File: config.mk
export PLATFORM = sky130hd
export DESIGN_NAME = max14866_ctrl
export DESIGN_NICKNAME = d
export VERILOG_FILES = /design/src/rtl/max14866_ctrl.sv
export SDC_FILE = /design/constraint.sdc
export NUM_CORES = 1
export LEC_CHECK = 0
export ABC_AREA = 1
export ABC_CLOCK_PERIOD_IN_PS = 1870
export CAP_MARGIN = 0
export CORE_ASPECT_RATIO = 1.5
export CORE_MARGIN = 3
export CORE_UTILIZATION = 50
export DETAILED_ROUTE_END_ITERATION = 16
export HOLD_SLACK_MARGIN = 0.05
export PLACE_DENSITY = 0.73
export SLEW_MARGIN = 40
export SYNTH_ARGS = -nofsm -noshare
export SYNTH_HDL_FRONTEND = slang
export SYNTH_SLANG_ARGS = --single-unit
File: constraint.sdc
create_clock -name clk -period 1.87 [get_ports clk]
set_clock_uncertainty 0.2 [all_clocks]
set_input_delay 0.374 -clock clk [delete_from_list [all_inputs] [get_ports clk]]
set_output_delay 0.374 -clock clk [all_outputs]
set_load 0.005 [all_outputs]
File: src/rtl/max14866_ctrl.sv
// Serial loader for daisy-chained MAX14866 HV switches. It shifts a pattern out MSB-first,
// pulses the active-low latch, and checks the chain readback against the previous pattern.
module max14866_ctrl #(
  parameter int unsigned SWITCH_N = 16,
  parameter int unsigned CHAIN_N  = 1,
  parameter int unsigned CLK_DIV  = 2,
  parameter int unsigned LE_W     = 2
) (
  input  logic                        clk,
  input  logic                        rst,
  input  logic                        cfg_valid,
  output logic                        cfg_ready,
  input  logic [SWITCH_N*CHAIN_N-1:0] cfg_data,
  output logic                        busy,
  output logic                        done,
  output logic                        rb_err,
  input  logic                        rb_clr,
  output logic                        mux_clk,
  output logic                        mux_din,
  output logic                        mux_le_n,
  input  logic                        mux_dout
);

  localparam int unsigned TOTAL   = SWITCH_N * CHAIN_N;
  localparam int unsigned CNT_W   = $clog2(TOTAL + 1);
  localparam int unsigned DIV_MAX = (CLK_DIV > LE_W) ? CLK_DIV : LE_W;
  localparam int unsigned DIV_W   = (DIV_MAX > 1) ? $clog2(DIV_MAX) : 1;

  typedef enum logic [1:0] {S_IDLE, S_LOW, S_HIGH, S_LATCH} state_e;

  state_e             state_q, state_d;
  logic [DIV_W-1:0]   div_q, div_d;
  logic [CNT_W-1:0]   cnt_q, cnt_d;
  logic [TOTAL-1:0]   sr_q, sr_d;
  logic [TOTAL-1:0]   pat_q, pat_d;
  logic [TOTAL-1:0]   shadow_q, shadow_d;
  logic               din_q, din_d;
  logic               done_q, done_d;
  logic               rb_err_q, rb_err_d;
  logic               rb_sample, rb_exp, clk_last, le_last;

  assign clk_last = (div_q == DIV_W'(CLK_DIV - 1));
  assign le_last  = (div_q == DIV_W'(LE_W - 1));

  // After rising edge k the counter holds TOTAL-k, so it directly indexes the expected shadow bit.
  always_comb begin
    rb_exp = 1'b0;
    for (int unsigned i = 0; i < TOTAL; i++) begin
      if (cnt_q == CNT_W'(i)) rb_exp = shadow_q[i];
    end
  end

  always_comb begin
    state_d   = state_q;
    div_d     = div_q;
    cnt_d     = cnt_q;
    sr_d      = sr_q;
    pat_d     = pat_q;
    shadow_d  = shadow_q;
    done_d    = 1'b0;
    rb_sample = 1'b0;
    case (state_q)
      S_IDLE: begin
        if (cfg_valid) begin
          state_d = S_LOW;
          div_d   = '0;
          cnt_d   = CNT_W'(TOTAL);
          sr_d    = cfg_data;
          pat_d   = cfg_data;
        end
      end
      S_LOW: begin
        rb_sample = (div_q == '0) && (cnt_q != CNT_W'(TOTAL));
        if (clk_last) begin
          div_d   = '0;
          state_d = S_HIGH;
        end else begin
          div_d = div_q + DIV_W'(1);
        end
      end
      S_HIGH: begin
        if (clk_last) begin
          div_d   = '0;
          sr_d    = sr_q << 1;
          cnt_d   = cnt_q - CNT_W'(1);
          state_d = (cnt_q == CNT_W'(1)) ? S_LATCH : S_LOW;
        end else begin
          div_d = div_q + DIV_W'(1);
        end
      end
      S_LATCH: begin
        rb_sample = (div_q == '0);
        if (le_last) begin
          div_d    = '0;
          state_d  = S_IDLE;
          shadow_d = pat_q;
          done_d   = 1'b1;
        end else begin
          div_d = div_q + DIV_W'(1);
        end
      end
      default: state_d = S_IDLE;
    endcase
    din_d = (state_d == S_LOW) ? sr_d[TOTAL-1] : din_q;
    // A new mismatch takes priority over a simultaneous clear.
    if (rb_sample && (mux_dout != rb_exp)) rb_err_d = 1'b1;
    else if (rb_clr)                       rb_err_d = 1'b0;
    else                                   rb_err_d = rb_err_q;
  end

  always_ff @(posedge clk or posedge rst) begin
    if (rst) begin
      state_q  <= S_IDLE;
      div_q    <= '0;
      cnt_q    <= '0;
      sr_q     <= '0;
      pat_q    <= '0;
      shadow_q <= '0;
      din_q    <= 1'b0;
      done_q   <= 1'b0;
      rb_err_q <= 1'b0;
    end else begin
      state_q  <= state_d;
      div_q    <= div_d;
      cnt_q    <= cnt_d;
      sr_q     <= sr_d;
      pat_q    <= pat_d;
      shadow_q <= shadow_d;
      din_q    <= din_d;
      done_q   <= done_d;
      rb_err_q <= rb_err_d;
    end
  end

  assign cfg_ready = (state_q == S_IDLE);
  assign busy      = ~cfg_ready;
  assign done      = done_q;
  assign rb_err    = rb_err_q;
  assign mux_clk   = (state_q == S_HIGH);
  assign mux_le_n  = (state_q != S_LATCH);
  assign mux_din   = din_q;

endmodule

==> impl_results.md <==
- Share of the synthesized netlist area taken by xor and xnor gates: 0
- Kind of end point of the critical path: flip-flop
- Clock insertion delay at the later pin of the skew report: 0.34 ns
- Slew Viols, Final: 0
- Pin slew with the least headroom to its limit: 0.382 ns
- Maximum clock path buffer count: 2
- Largest cells by area after synthesis: dfrtp_1, nand2_1, inv_1, o21ai_0, nand3_1
- Final hold viol count: 0
- Filler Cells Inserted: 439
- Power Total: 0.00568 W
- Largest family of logic cells by synthesized area: simple AND/OR/NAND/NOR gates
- Largest net degree at the start of global routing: 60
- Minimum clock period after layout: 2.13 ns
- All-Layer GR Usage: 0.195
- Post-detailed-route count of antenna-violating nets: 0
- Worst Reg2Reg Path Length in Cells: 23
- Class of the worst hold path: input pin to async pin
- Cell Area, Synth: 2760 um^2
- Fin crit share: 1.14
- Overall die area: roughly 6500 um^2
- Utilization after layout: 0.680
- Gate Count Post-Synth: 339
- Fin worst setup slack: -0.259 ns
- Unrepaired setup endpoints after global routing: yes
- Arrival time of the worst setup path: 2.16 ns
- Remaining DRCs: 0
- Crit path max-delay cell type: dfrtp_2
- Clock-pin transition on the worst setup and hold timing paths: 0.07 ns
- I/O pin total: 28
- Synthesized netlist net count: 365
- Cell variety after synth: 26
- Dpl ws: -0.346 ns
- Area fraction in compound gates after synthesis: 0.0872
- Share of cell area taken by muxes after synthesis: 0.00409
- Leading cell type in the layout, fill and taps excluded: nand2_1
- Number of levels in the clock H-tree: 3
- Placer congestion estimate: 0.843
- FF+latch count, synth: 59
- Global-route wire length before repair: 9.66 mm
- Violation count after the first detailed-route iteration: 115
- Standby leakage power: 1.79 nW
- Violated checks: negative setup slack
- Number of clock sinks: 59
- Die boundary height: 96.9 um
- Peak per-stage delay on the critical path: 0.47 ns
- Worst flop-to-flop path startpoint: cnt_q[0]
- Core region area: 5250 um^2
- Starting density of the core: 0.526
- Number of global-route vias before repair: 2158
- Result of the run: complete, but fails checks
- Worst slew margin relative to its limit: 0.745
- Port Buf Inserts: 27
- Final setup violating endpoints: 5
- Clock tree from TritonCTS: done
- Post-synthesis adder-cell area fraction: 0.0227
- Diodes inserted: 0
- Worst setup startpoint: cnt_q[0]
- Detailed-placement wirelength estimate: 4.24 mm
- Critical path data required time: 1.90 ns
- Mean routed wirelength per cell: around 12 um
- Clock buffer count from CTS: 9
- Clock Tree Root: clkbuf_8
- Crit Reg-Reg Endpoint: rb_err
- Fraction of the yosys area taken by sequential cells: 0.536
- Length of the first detailed-routing pass in iterations: 4
- Maximum vdd drop: 0.000929 V
- Startpoint-to-endpoint class of the critical path: flip-flop to flip-flop
- Gr ovfl total: 0
- Max FO, Critical Path: 5
- Chain of cells forming the critical path: inv_4, ha_4, inv_2, nor2_1, nand2_1, nand3_1, nand2_1, nand2_1, nand2_1, nand2_1, nand2_1, nand2_1, nand2_1, nand2_1, nand2_1, nand2_1, nand2_1, nand2_1, nand2_1, nand2_1, nand2_1, nand3_1, nand2_1
- Fraction of final layout cells with drive strength greater than 1: 0.209
- Number of synthesis warnings: 0
- Reg2Reg Setup Slack: -0.26 ns
- Area leader, netlist: dfrtp_1
- Max Clock Freq: 470 MHz
- Max capacitance violation total: 0
- Antenna violations before repair: 0
- Aggregate routed wire length: approximately 5.8 mm
- Syn-to-layout area delta: 29.3%
- Post-synth top area share: 0.536
- Area share of and/or/nand/nor cells after synthesis: 0.263
- Commonest non-fill, non-tap cells in the layout: nand2_1, dfrtp_1, inv_1, buf_4
- Routed vias: 2298
- Final-stage net count: between 400 and 500
- Die W: between 60 and 70 um
- Total power per unit cell area: about 1600 nW/um^2
- Most used cell, CP: nand2_1
- Number of rows in the core area: 32
- Avg Inst Size Synth: 8.13 um^2
- Crit start category: flip-flop
- Vias per inst: 4.90
[critical path: cells and delay by family, from the launching register on]
kind / cells / cell delay, ns
adders and majority gates: 1 / 0.15
buffers and inverters: 2 / 0.13
and+or+nand+nor: 20 / 1.05
DFF: 1 / 0.47
[area by class of cell]
cell class	count	area, um^2	area share
clock buffers	10	138	0.0386
clock inverters	6	65.1	0.0183
flip-flops and latches	59	1480	0.415
multi-input cells	220	1100	0.310
repair buffers	56	499	0.140
inverters	50	196	0.0551
well taps	68	85.1	0.0239
[worst max path at each step]
stage                   to  slack [ns]  cells past startpoint
finish              rb_err       -0.26                     23
global route        rb_err       -0.51                     23
CTS                 rb_err       -0.26                     21
detailed placement  rb_err       -0.35                     23
global placement    rb_err       -0.23                     23
floorplan           rb_err       -0.14                     21
[routing by layer]
metal,global-route usage,part of all wire,routed length [um],up-vias
met1,0.238,0.43,2480,1077
li1,-,-,-,1169
met5,0,0,0,-
met2,0.330,0.53,3060,46
met3,0.0453,0.034,199,6
met4,0.0673,0.014,80,0
[sequential cells by signal (all words and copies together), names as in the netlist]
register and count:
shadow_q 16, done 1, state_q 2, cnt_q 5, clk_last 1, sr_q 16, pat_q 16, rb_err 1
mux_din 1
[repair_timing]
action	in CTS	in global routing
buffers inserted	2	2
hold buffers	0	0
gates resized for setup	13	6
endpoints found under the setup margin	7	10
pin swaps	0	3
[report_power, final]
group	total [W]	leakage [nW]	internal, W	switching, W
clock	0.00115	0.0905	0.000647	0.000507
sequential	0.00228	0.737	0.00189	0.000392
combinational	0.00225	0.963	0.00101	0.00123
total	0.00568	1.79	0.00355	0.00213
[through the flow]
| step | hold WS [ns] | cell area (um^2) | instances | setup TNS [ns] |
|---|---|---|---|---|
| final | 0.265 | 3560 | 469 | -0.879 |
| after global routing | 0.289 | 3560 | 469 | -1.43 |
| after CTS | 0.282 | 3520 | 467 | -0.939 |
| after detailed placement | 0.269 | 3270 | 449 | -2.21 |
| after global placement | 0.264 | 3270 | 449 | -1.78 |
| after floorplan | 0.242 | 2770 | 339 | -0.142 |
[cells in the mapped netlist]
| cell type | count |
|---|---|
| nand3_1 | 21 |
| nand2_4 | 3 |
| nor2_1 | 13 |
| inv_1 | 40 |
| mux2_2 | 1 |
| a41oi_1 | 1 |
| o211ai_1 | 2 |
| o31ai_1 | 3 |
| buf_6 | 1 |
| nor4_2 | 1 |
| o22ai_1 | 4 |
| clkbuf_1 | 5 |
| o21ai_0 | 26 |
| a21oi_1 | 4 |
| nor2_2 | 4 |
| nand2_2 | 2 |
| ha_1 | 5 |
| nand2_1 | 125 |
| nand3b_1 | 1 |
| buf_2 | 4 |
| inv_2 | 9 |
| o21ai_1 | 2 |
| a21oi_2 | 1 |
| nor2_4 | 1 |
| dfrtp_1 | 59 |
| inv_4 | 1 |
[kinds of logic (layout without fill, tap and decap cells)]
kind of cell    after synthesis  in the layout
compound gates               43             43
fa+ha+maj                     5              5
buf+inv                      60            122
simple gates                171            171
mux                           1              1
flops                        59             59
Note: power is estimated with default switching activity, not from simulation.
